File: src/rtl/framebuffer_write_scheduler.sv
// Buffers pixels from the Mandelbrot core and drives the framebuffer's
// four-phase write handshake (write_data / write_ack), one frame at a time.
module framebuffer_write_scheduler #(
  parameter int FRAME_PIXELS   = 76800,
  parameter int FIFO_DEPTH     = 4,
  parameter int PTR_RST_CYCLES = 2
) (
  input  logic       clk,
  input  logic       rst_n,
  input  logic       frame_start,
  input  logic       pix_valid,
  input  logic [3:0] pix_data,
  output logic       pix_ready,
  output logic [3:0] write_data_in,
  output logic       write_data,
  output logic       reset_write_ptr,
  input  logic       write_ack,
  input  logic       read_busy,
  output logic       frame_busy,
  output logic       frame_done,
  output logic       start_err
);

  localparam int CNT_W = $clog2(FRAME_PIXELS + 1);
  localparam int PTR_W = $clog2(FIFO_DEPTH);
  localparam int OCC_W = $clog2(FIFO_DEPTH + 1);
  localparam int PRC_W = (PTR_RST_CYCLES > 1) ? $clog2(PTR_RST_CYCLES) : 1;

  localparam logic [CNT_W-1:0] FRAME_LAST_C   = CNT_W'(FRAME_PIXELS);
  localparam logic [OCC_W-1:0] FIFO_FULL_C    = OCC_W'(FIFO_DEPTH);
  localparam logic [PRC_W-1:0] PTR_RST_LAST_C = PRC_W'(PTR_RST_CYCLES - 1);

  typedef enum logic [2:0] {
    ST_IDLE    = 3'd0,
    ST_PTR_RST = 3'd1,
    ST_WAIT    = 3'd2,
    ST_REQ     = 3'd3,
    ST_RELEASE = 3'd4,
    ST_DONE    = 3'd5
  } state_t;

  state_t           state_r;
  logic [PRC_W-1:0] ptr_cnt_r;
  logic [CNT_W-1:0] acc_cnt_r;
  logic [CNT_W-1:0] wr_cnt_r;
  logic [CNT_W-1:0] wr_cnt_inc_s;

  logic [3:0]       fifo_mem_r [FIFO_DEPTH];
  logic [PTR_W-1:0] wr_ptr_r;
  logic [PTR_W-1:0] rd_ptr_r;
  logic [OCC_W-1:0] occ_r;

  logic push_s;
  logic pop_s;
  logic fifo_full_s;
  logic fifo_empty_s;
  logic pix_ready_s;
  logic frame_clear_s;

  logic [3:0] write_data_in_r;
  logic       write_data_r;
  logic       reset_write_ptr_r;
  logic       frame_busy_r;
  logic       frame_done_r;
  logic       start_err_r;

  // Handshake qualifiers; all derived from registered state so pix_ready has no input path.
  always_comb begin
    fifo_full_s   = (occ_r == FIFO_FULL_C);
    fifo_empty_s  = (occ_r == {OCC_W{1'b0}});
    pix_ready_s   = frame_busy_r && (state_r != ST_DONE) && !fifo_full_s &&
                    (acc_cnt_r < FRAME_LAST_C);
    push_s        = pix_valid && pix_ready_s;
    pop_s         = (state_r == ST_WAIT) && !fifo_empty_s && !read_busy;
    frame_clear_s = (state_r == ST_IDLE) && frame_start;
    wr_cnt_inc_s  = wr_cnt_r + CNT_W'(1);
  end

  // Pixel storage; only the write slot changes on a push.
  always_ff @(posedge clk or negedge rst_n) begin
    if (!rst_n) begin
      for (int i = 0; i < FIFO_DEPTH; i++) begin
        fifo_mem_r[i] <= 4'h0;
      end
    end else if (push_s) begin
      fifo_mem_r[wr_ptr_r] <= pix_data;
    end
  end

  // FIFO pointers, occupancy and accepted-pixel count; a new frame starts them empty.
  always_ff @(posedge clk or negedge rst_n) begin
    if (!rst_n) begin
      wr_ptr_r  <= {PTR_W{1'b0}};
      rd_ptr_r  <= {PTR_W{1'b0}};
      occ_r     <= {OCC_W{1'b0}};
      acc_cnt_r <= {CNT_W{1'b0}};
    end else if (frame_clear_s) begin
      wr_ptr_r  <= {PTR_W{1'b0}};
      rd_ptr_r  <= {PTR_W{1'b0}};
      occ_r     <= {OCC_W{1'b0}};
      acc_cnt_r <= {CNT_W{1'b0}};
    end else begin
      if (push_s) begin
        wr_ptr_r  <= wr_ptr_r + PTR_W'(1);
        acc_cnt_r <= acc_cnt_r + CNT_W'(1);
      end
      if (pop_s) begin
        rd_ptr_r <= rd_ptr_r + PTR_W'(1);
      end
      case ({push_s, pop_s})
        2'b10:   occ_r <= occ_r + OCC_W'(1);
        2'b01:   occ_r <= occ_r - OCC_W'(1);
        default: occ_r <= occ_r;
      endcase
    end
  end

  // Frame sequencing and framebuffer write handshake with registered outputs.
  always_ff @(posedge clk or negedge rst_n) begin
    if (!rst_n) begin
      state_r           <= ST_IDLE;
      ptr_cnt_r         <= {PRC_W{1'b0}};
      wr_cnt_r          <= {CNT_W{1'b0}};
      write_data_in_r   <= 4'h0;
      write_data_r      <= 1'b0;
      reset_write_ptr_r <= 1'b0;
      frame_busy_r      <= 1'b0;
      frame_done_r      <= 1'b0;
      start_err_r       <= 1'b0;
    end else begin
      if (frame_start && frame_busy_r) begin
        start_err_r <= 1'b1;
      end
      case (state_r)
        ST_IDLE: begin
          if (frame_start) begin
            state_r           <= ST_PTR_RST;
            ptr_cnt_r         <= {PRC_W{1'b0}};
            wr_cnt_r          <= {CNT_W{1'b0}};
            reset_write_ptr_r <= 1'b1;
            frame_busy_r      <= 1'b1;
          end
        end
        ST_PTR_RST: begin
          if (ptr_cnt_r == PTR_RST_LAST_C) begin
            state_r           <= ST_WAIT;
            reset_write_ptr_r <= 1'b0;
          end else begin
            ptr_cnt_r <= ptr_cnt_r + PRC_W'(1);
          end
        end
        ST_WAIT: begin
          if (pop_s) begin
            state_r         <= ST_REQ;
            write_data_r    <= 1'b1;
            write_data_in_r <= fifo_mem_r[rd_ptr_r];
          end
        end
        ST_REQ: begin
          if (write_ack) begin
            state_r      <= ST_RELEASE;
            write_data_r <= 1'b0;
          end
        end
        ST_RELEASE: begin
          // The write only counts once the framebuffer has released its acknowledge.
          if (!write_ack) begin
            wr_cnt_r <= wr_cnt_inc_s;
            if (wr_cnt_inc_s == FRAME_LAST_C) begin
              state_r      <= ST_DONE;
              frame_done_r <= 1'b1;
            end else begin
              state_r <= ST_WAIT;
            end
          end
        end
        ST_DONE: begin
          state_r      <= ST_IDLE;
          frame_done_r <= 1'b0;
          frame_busy_r <= 1'b0;
        end
        default: begin
          state_r           <= ST_IDLE;
          write_data_r      <= 1'b0;
          reset_write_ptr_r <= 1'b0;
          frame_busy_r      <= 1'b0;
          frame_done_r      <= 1'b0;
        end
      endcase
    end
  end

  assign pix_ready       = pix_ready_s;
  assign write_data_in   = write_data_in_r;
  assign write_data      = write_data_r;
  assign reset_write_ptr = reset_write_ptr_r;
  assign frame_busy      = frame_busy_r;
  assign frame_done      = frame_done_r;
  assign start_err       = start_err_r;

endmodule

File: config.mk
export PLATFORM = sky130hd
export DESIGN_NAME = framebuffer_write_scheduler
export DESIGN_NICKNAME = d
export VERILOG_FILES = /design/src/rtl/framebuffer_write_scheduler.sv
export SDC_FILE = /design/constraint.sdc
export NUM_CORES = 1
export LEC_CHECK = 0
export BUFFER_PORTS_ARGS = -buffer_cell sky130_fd_sc_hd__buf_4
export CORE_MARGIN = 8
export CORE_UTILIZATION = 45
export CTS_CLUSTER_DIAMETER = 200
export DETAILED_ROUTE_END_ITERATION = 10
export MAX_ROUTING_LAYER = met4
export SLEW_MARGIN = 5
export SYNTH_ARGS = -nofsm -noshare
export SYNTH_HDL_FRONTEND = slang
export SYNTH_SLANG_ARGS = --single-unit
File: constraint.sdc
create_clock -name clk -period 5.9 [get_ports clk]
set_input_delay 0.885 -clock clk [delete_from_list [all_inputs] [get_ports clk]]
set_output_delay 0.885 -clock clk [all_outputs]
set_load 0.05 [all_outputs]
# ---- Yosys cells after proc, flatten, opt, wreduce, memory -nomap -nowiden
# Cells that the tools add are included.
dict set report totals {
  wordCells 118
  output_inout_bits 10
  ff_bits 70
}
dict set report op_classes {
  magnitude_cmp 4
  reduce_logical 31
  n_eq_ne 16
  n_addsub 7
  bitwise 6
  mux 37
}
# operator n
set ops {}
lappend ops {{17-bit two-way mux} 4}
lappend ops {{17-bit by 1-bit adder with 17-bit output, second input constant} 2}
lappend ops {{17-bit one-hot mux with 2 select lines} 1}
lappend ops {{3-bit two-way mux} 7}
lappend ops {{17-bit == test, second input constant} 1}
lappend ops {{17-bit < comparator, second input constant} 1}
lappend ops {{16-bit bitwise mux} 1}
lappend ops {{4-bit OR reduction} 4}
lappend ops {{3-bit one-hot mux with 5 select lines} 1}
lappend ops {{4-bit two-way mux} 3}
lappend ops {{2-bit != test, second input constant} 6}
lappend ops {{3-bit AND reduction} 4}
lappend ops {{3-bit == test, second input constant} 3}
lappend ops {{1-bit logical AND} 9}
lappend ops {{4-bit binary-select mux with 2-bit select} 1}
lappend ops {{4-bit demux with 2-bit select} 1}
lappend ops {{1-bit two-way mux} 8}
lappend ops {{2-bit two-way mux} 4}
lappend ops {{2-bit nonzero test} 4}
lappend ops {{3-bit by 2-bit == test with 1-bit output, second input constant} 2}
lappend ops {{3-bit >= comparator, second input constant} 2}
lappend ops {{3-bit logical NOT} 2}
lappend ops {{2-bit inverter with 3-bit output} 2}
lappend ops {{1-bit one-hot mux with 2 select lines} 3}
lappend ops {{16 further kinds} 25}

# ---- Logic depth before layout (Yosys ltp)
dict set report depth {
  depth_word 8
  mapped_depth 10
  ltp_nobuf 8
}

# ---- Least setup slack after synthesis
# Ideal clock, no wire load.
dict set report synth_timing {
  path_type {register -> output}
  startpoint {reg acc_cnt_r[10]}
  endpoint {out pix_ready}
  path_buffers 0
  arrival_ns 1.710
  slack_ns 3.305
  path_stages_with_launch 4
  required_time_ns 5.015
  cell_sequence {dfrtp_1 > a21o_1 > a211o_1 > a21oi_1}
}
dict set report synth_via {
  elab_chain_len 2
}
# element line_no
set synth_lines {}
lappend synth_lines {{start: declaration} 44} ;# logic [CNT_W-1:0] acc_cnt_r;
lappend synth_lines {{start signal: assignment} 96} ;# acc_cnt_r <= {CNT_W{1'b0}};
lappend synth_lines {{start signal: assignment} 101} ;# acc_cnt_r <= {CNT_W{1'b0}};
lappend synth_lines {{start signal: assignment} 105} ;# acc_cnt_r <= acc_cnt_r + CNT_W'(1);
lappend synth_lines {{17-bit < comparator} 72} ;# (acc_cnt_r < FRAME_LAST_C);
lappend synth_lines {{1-bit logical AND} 71} ;# pix_ready_s = frame_busy_r && (state_r != ST_DONE) && !fifo_full_s &&
lappend synth_lines {{end: declaration} 13} ;# output logic pix_ready,
# Every way passes these cells.

# ---- Worst setup path in the final report
dict set report layout_timing {
  startpoint {reg acc_cnt_r[10]}
  endpoint {reg occ_r[2]}
}
dict set report layout_via {
  elab_chain_len 6
  word_cells_on_any_way 8
}
# element line_no
set layout_lines {}
lappend layout_lines {{17-bit < comparator (*)} 72}
lappend layout_lines {{1-bit logical AND (*)} 71}
lappend layout_lines {{1-bit logical AND (*)} 73} ;# push_s = pix_valid && pix_ready_s;
lappend layout_lines {{2-bit by 1-bit == test with 1-bit output / 2-bit == test (equally long branches)} 110} ;# case ({push_s, pop_s})
lappend layout_lines {{3-bit one-hot mux with 2 select lines} 110}
lappend layout_lines {{3-bit two-way mux} 97} ;# end else if (frame_clear_s) begin
lappend layout_lines {{end signal: assignment} 100} ;# occ_r <= {OCC_W{1'b0}};
lappend layout_lines {{end signal: assignment} 111} ;# 2'b10: occ_r <= occ_r + OCC_W'(1);
lappend layout_lines {{end signal: assignment} 112} ;# 2'b01: occ_r <= occ_r - OCC_W'(1);
lappend layout_lines {{end: declaration} 51} ;# logic [OCC_W-1:0] occ_r;
# Mark *: on every way between the ends. The rest lies on a longest branch, timed or not.
# A chain may end at the register's enable or synchronous reset.

==> results by group <==
STA
  – Worst-case headroom to the max-slew limit: 36.8%
  – Number of setup violations in the final report: 0
  – Setup slack of the critical path after layout: 2.98 ns
  – Count of final max-slew check failures: 0
  – Highest clock rate: around 340 MHz
  – Setup repair after global routing missed its margin: false
  – Final Critical Period: 2.92 ns
  – Worst Clk Skew: 0.00915 ns
  – Setup TNS: 0 ns
  – Slew of the pin with the lowest slew margin: 0.946 ns
  – Number of endpoints with negative hold slack in the final report: 0
  – Hold Slack: 0.471 ns
  – Share of the clock period used by the worst path: 49.6%

Synth
  – Most used flip-flop cell after synthesis: dfrtp_1
  – Total of warnings raised by yosys: 0
  – FFs w/ async S/R, synth: 100%
  – Leading post-synthesis cells by instance count: dfrtp_1 (70), nor2_1 (35), o21ai_0 (33), nand2_1 (26), mux2_2 (21)
  – Average instance area after synthesis: 10.1 µm²
  – Number of cells produced by synthesis: ~360
  – Synthesized area: roughly 3700 µm²
  – Sequential area share after synthesis: 47.5%
  – Number of flops mapped to enable cells by yosys: 0
  – Synthesized netlist net count: 381
  – Most frequent cell after synthesis: dfrtp_1
  – Cell type contributing the most total cell area after synthesis: dfrtp_1
  – Number of distinct library cell variants in the gate-level netlist after synthesis: 52
  – Register bit count reported by yosys: 70
  – Share of the synthesized area in the top cell type: 47.5%
  – Cell types with the largest area share after synthesis: dfrtp_1 (47%), mux2_2 (6.4%), o21ai_0 (4.5%), nor2_1 (3.6%), xor2_1 (3.1%)

Placed design
  – Count of port buffers added during placement: 19
  – Half-perimeter wire length of the detailed placement result: between 4000 and 5000 µm
  – Post-Place Setup Slack: between 2 and 3 ns
  – Placer congestion estimate: about 0.80
  – Count of placed standard cells including taps: 470
  – Dpl cell area: around 3900 µm²

Setup path
  – Register-to-Register Path Depth: 8
  – Worst R2R Setup Slack: a little under 3 ns
  – Required time reported for the critical path endpoint: ~6.1 ns
  – Worst reg2reg path startpoint: acc_cnt_r[10]
  – Type of the worst setup path: reg2reg
  – Reg2reg end: occ_r[2]
  – Sort of element at the end of the critical path: flop
  – Kind of launch point of the worst setup path: flop
  – Beginning of the critical path: acc_cnt_r[10]
  – Worst Path Max Fanout: 14
  – Endpoint arrival time on the critical path: around 3.1 ns

Clocking
  – Clock tree from TritonCTS: built
  – Quantity of gates resized following cts: 0
  – Clock transition at the registers of the reported paths: 0.07 ns
  – Clock root buffer: clkbuf_8
  – CTS H-tree depth: 3
  – Buffers from clock root to sink, at most: 2
  – Sink Count: 70
  – Skew-Pair Late Insertion Delay: 0.33 ns
  – Post-CTS setup buffer count: 0
  – # hold bufs at CTS: 0
  – Inserted Clock Buffers: 9

Die
  – Height of the chip: 107 µm
  – Initial Util: 45.6%
  – Ports: 20
  – # rows: 33
  – Placeable core region: approximately 8000 µm²
  – Width of the chip: 107 µm
  – Area enclosed by the die boundary: 11400 µm²

Run
  – Maxcap violations: 0

Global routing
  – Total congestion overflow after global routing: 0
  – Antenna violations before repair: 0
  – Global-route wire length before repair: roughly 13000 µm
  – Pin count of the biggest net entering global routing: 71
  – Via count of the first global-routing pass: 2686
  – Total track usage: between 10% and 20%

Power and ir drop
  – Final total power: 1.69 mW
  – Power density normalized to cell area: between 400 and 500 nW/µm²
  – Worst-case vdd ir drop: 0.228 mV
  – Leakage power total: 1.76 nW

Final layout
  – Final core utilization: around 50%
  – Antenna diode count: 0
  – Finished Layout Cells: 485
  – Layout cell share with drive strength beyond 1: 19.5%
  – Number of nets at the end of the flow: 393
  – Area of all placed cells without fillers: 4060 µm²
  – Area added between synthesis and finish: 9.97%

Routing
  – WL/cell: around 15 µm
  – Metal3 WL: 183 µm
  – Count of TritonRoute iterations in the first routing pass: 4
  – Wire length on met1: 3570 µm
  – Vias: ~2700
  – Count of nets left with antenna violations after detail routing: 0
  – Routed WL: 7290 µm
  – Routed met2 length: 3420 µm
  – Starting DRT DRC Count: 102
  – DRC violations left: 0
  – Via/cell ratio: 5.55
  – Highest metal used: met4

Worst hold path
  – Hold Crit Class: reg2reg
  – Start point of the worst min-delay path: start_err
  – Worst hold path endpoint: start_err
  – Hold Path Cell Cnt: 1

Outcome
  – Outcome: complete, no violations
-- sequential cells by signal (all words and copies together), names as in the netlist --
signal           cells
frame_busy           1
wr_cnt_r            17
write_data           1
occ_r                3
wr_ptr_r             2
start_err            1
state_r              3
ptr_cnt_r            1
acc_cnt_r           17
write_data_in        4
rd_ptr_r             2
fifo_mem_r          16
frame_done           1
reset_write_ptr      1
-- final cells by class --
class	instances	area [µm²]
Fill cell	737	4040
Tap cell	105	131
Timing Repair Buffer	21	158
Clock inverter	1	5.00
Sequential cell	70	1750
Inverter	5	18.8
Clock buffer	14	163
Multi-Input combinational cell	269	1830
-- critical path: stages, from the launching register on --
cell and delay [ns]:
dfrtp_1 0.42, a21o_1 0.19, a211o_1 0.34, a211oi_2 0.82, nor2_1 0.12, fa_1 0.41
nor3_1 0.25, o21ai_0 0.10, nor3b_2 0.15
-- worst max path at each step --
| stage | endpoint |
|---|---|
| 2_1_floorplan | pix_ready |
| 4_1_cts | occ_r[2] |
| 5_1_grt | occ_r[2] |
| 3_5_place_dp | occ_r[2] |
| 3_3_place_gp | occ_r[2] |
| 6_report | occ_r[2] |
-- cells in the final DEF (no fill, tap or decap), types with 7 or more instances in the layout --
cell type / n
a21oi_1: 16
and3_1: 8
buf_4: 21
clkbuf_8: 11
dfrtp_1: 70
mux2_2: 21
nand2_1: 26
nand3_1: 17
nand4_1: 11
nor2_1: 35
o21ai_0: 33
xnor2_1: 7
xor2_1: 13
-- cells by family after synthesis --
group	synth area share (%)
and+or+nand+nor	20.0
AOI/OAI and AO/OA	12.1
DFF	47.5
muxes	9.39
buffers and inverters	3.19
xor gates and xnor gates	5.19
adders and majority gates	2.58
-- power breakdown --
| group | internal (mW) | switching [mW] | total, mW |
|---|---|---|---|
| Combinational | 0.273 | 0.326 | 0.599 |
| Sequential | 0.616 | 0.135 | 0.751 |
| Clock | 0.173 | 0.165 | 0.338 |
-- routing by layer --
layer  vias to the layer above  GRT usage, %
li1                       1326             -
met1                      1310          18.3
met2                        45          21.2
met3                        12          2.84
met4                         0          6.33
met5                         -             -
No activity file was read; power rests on OpenSTA's default activity.
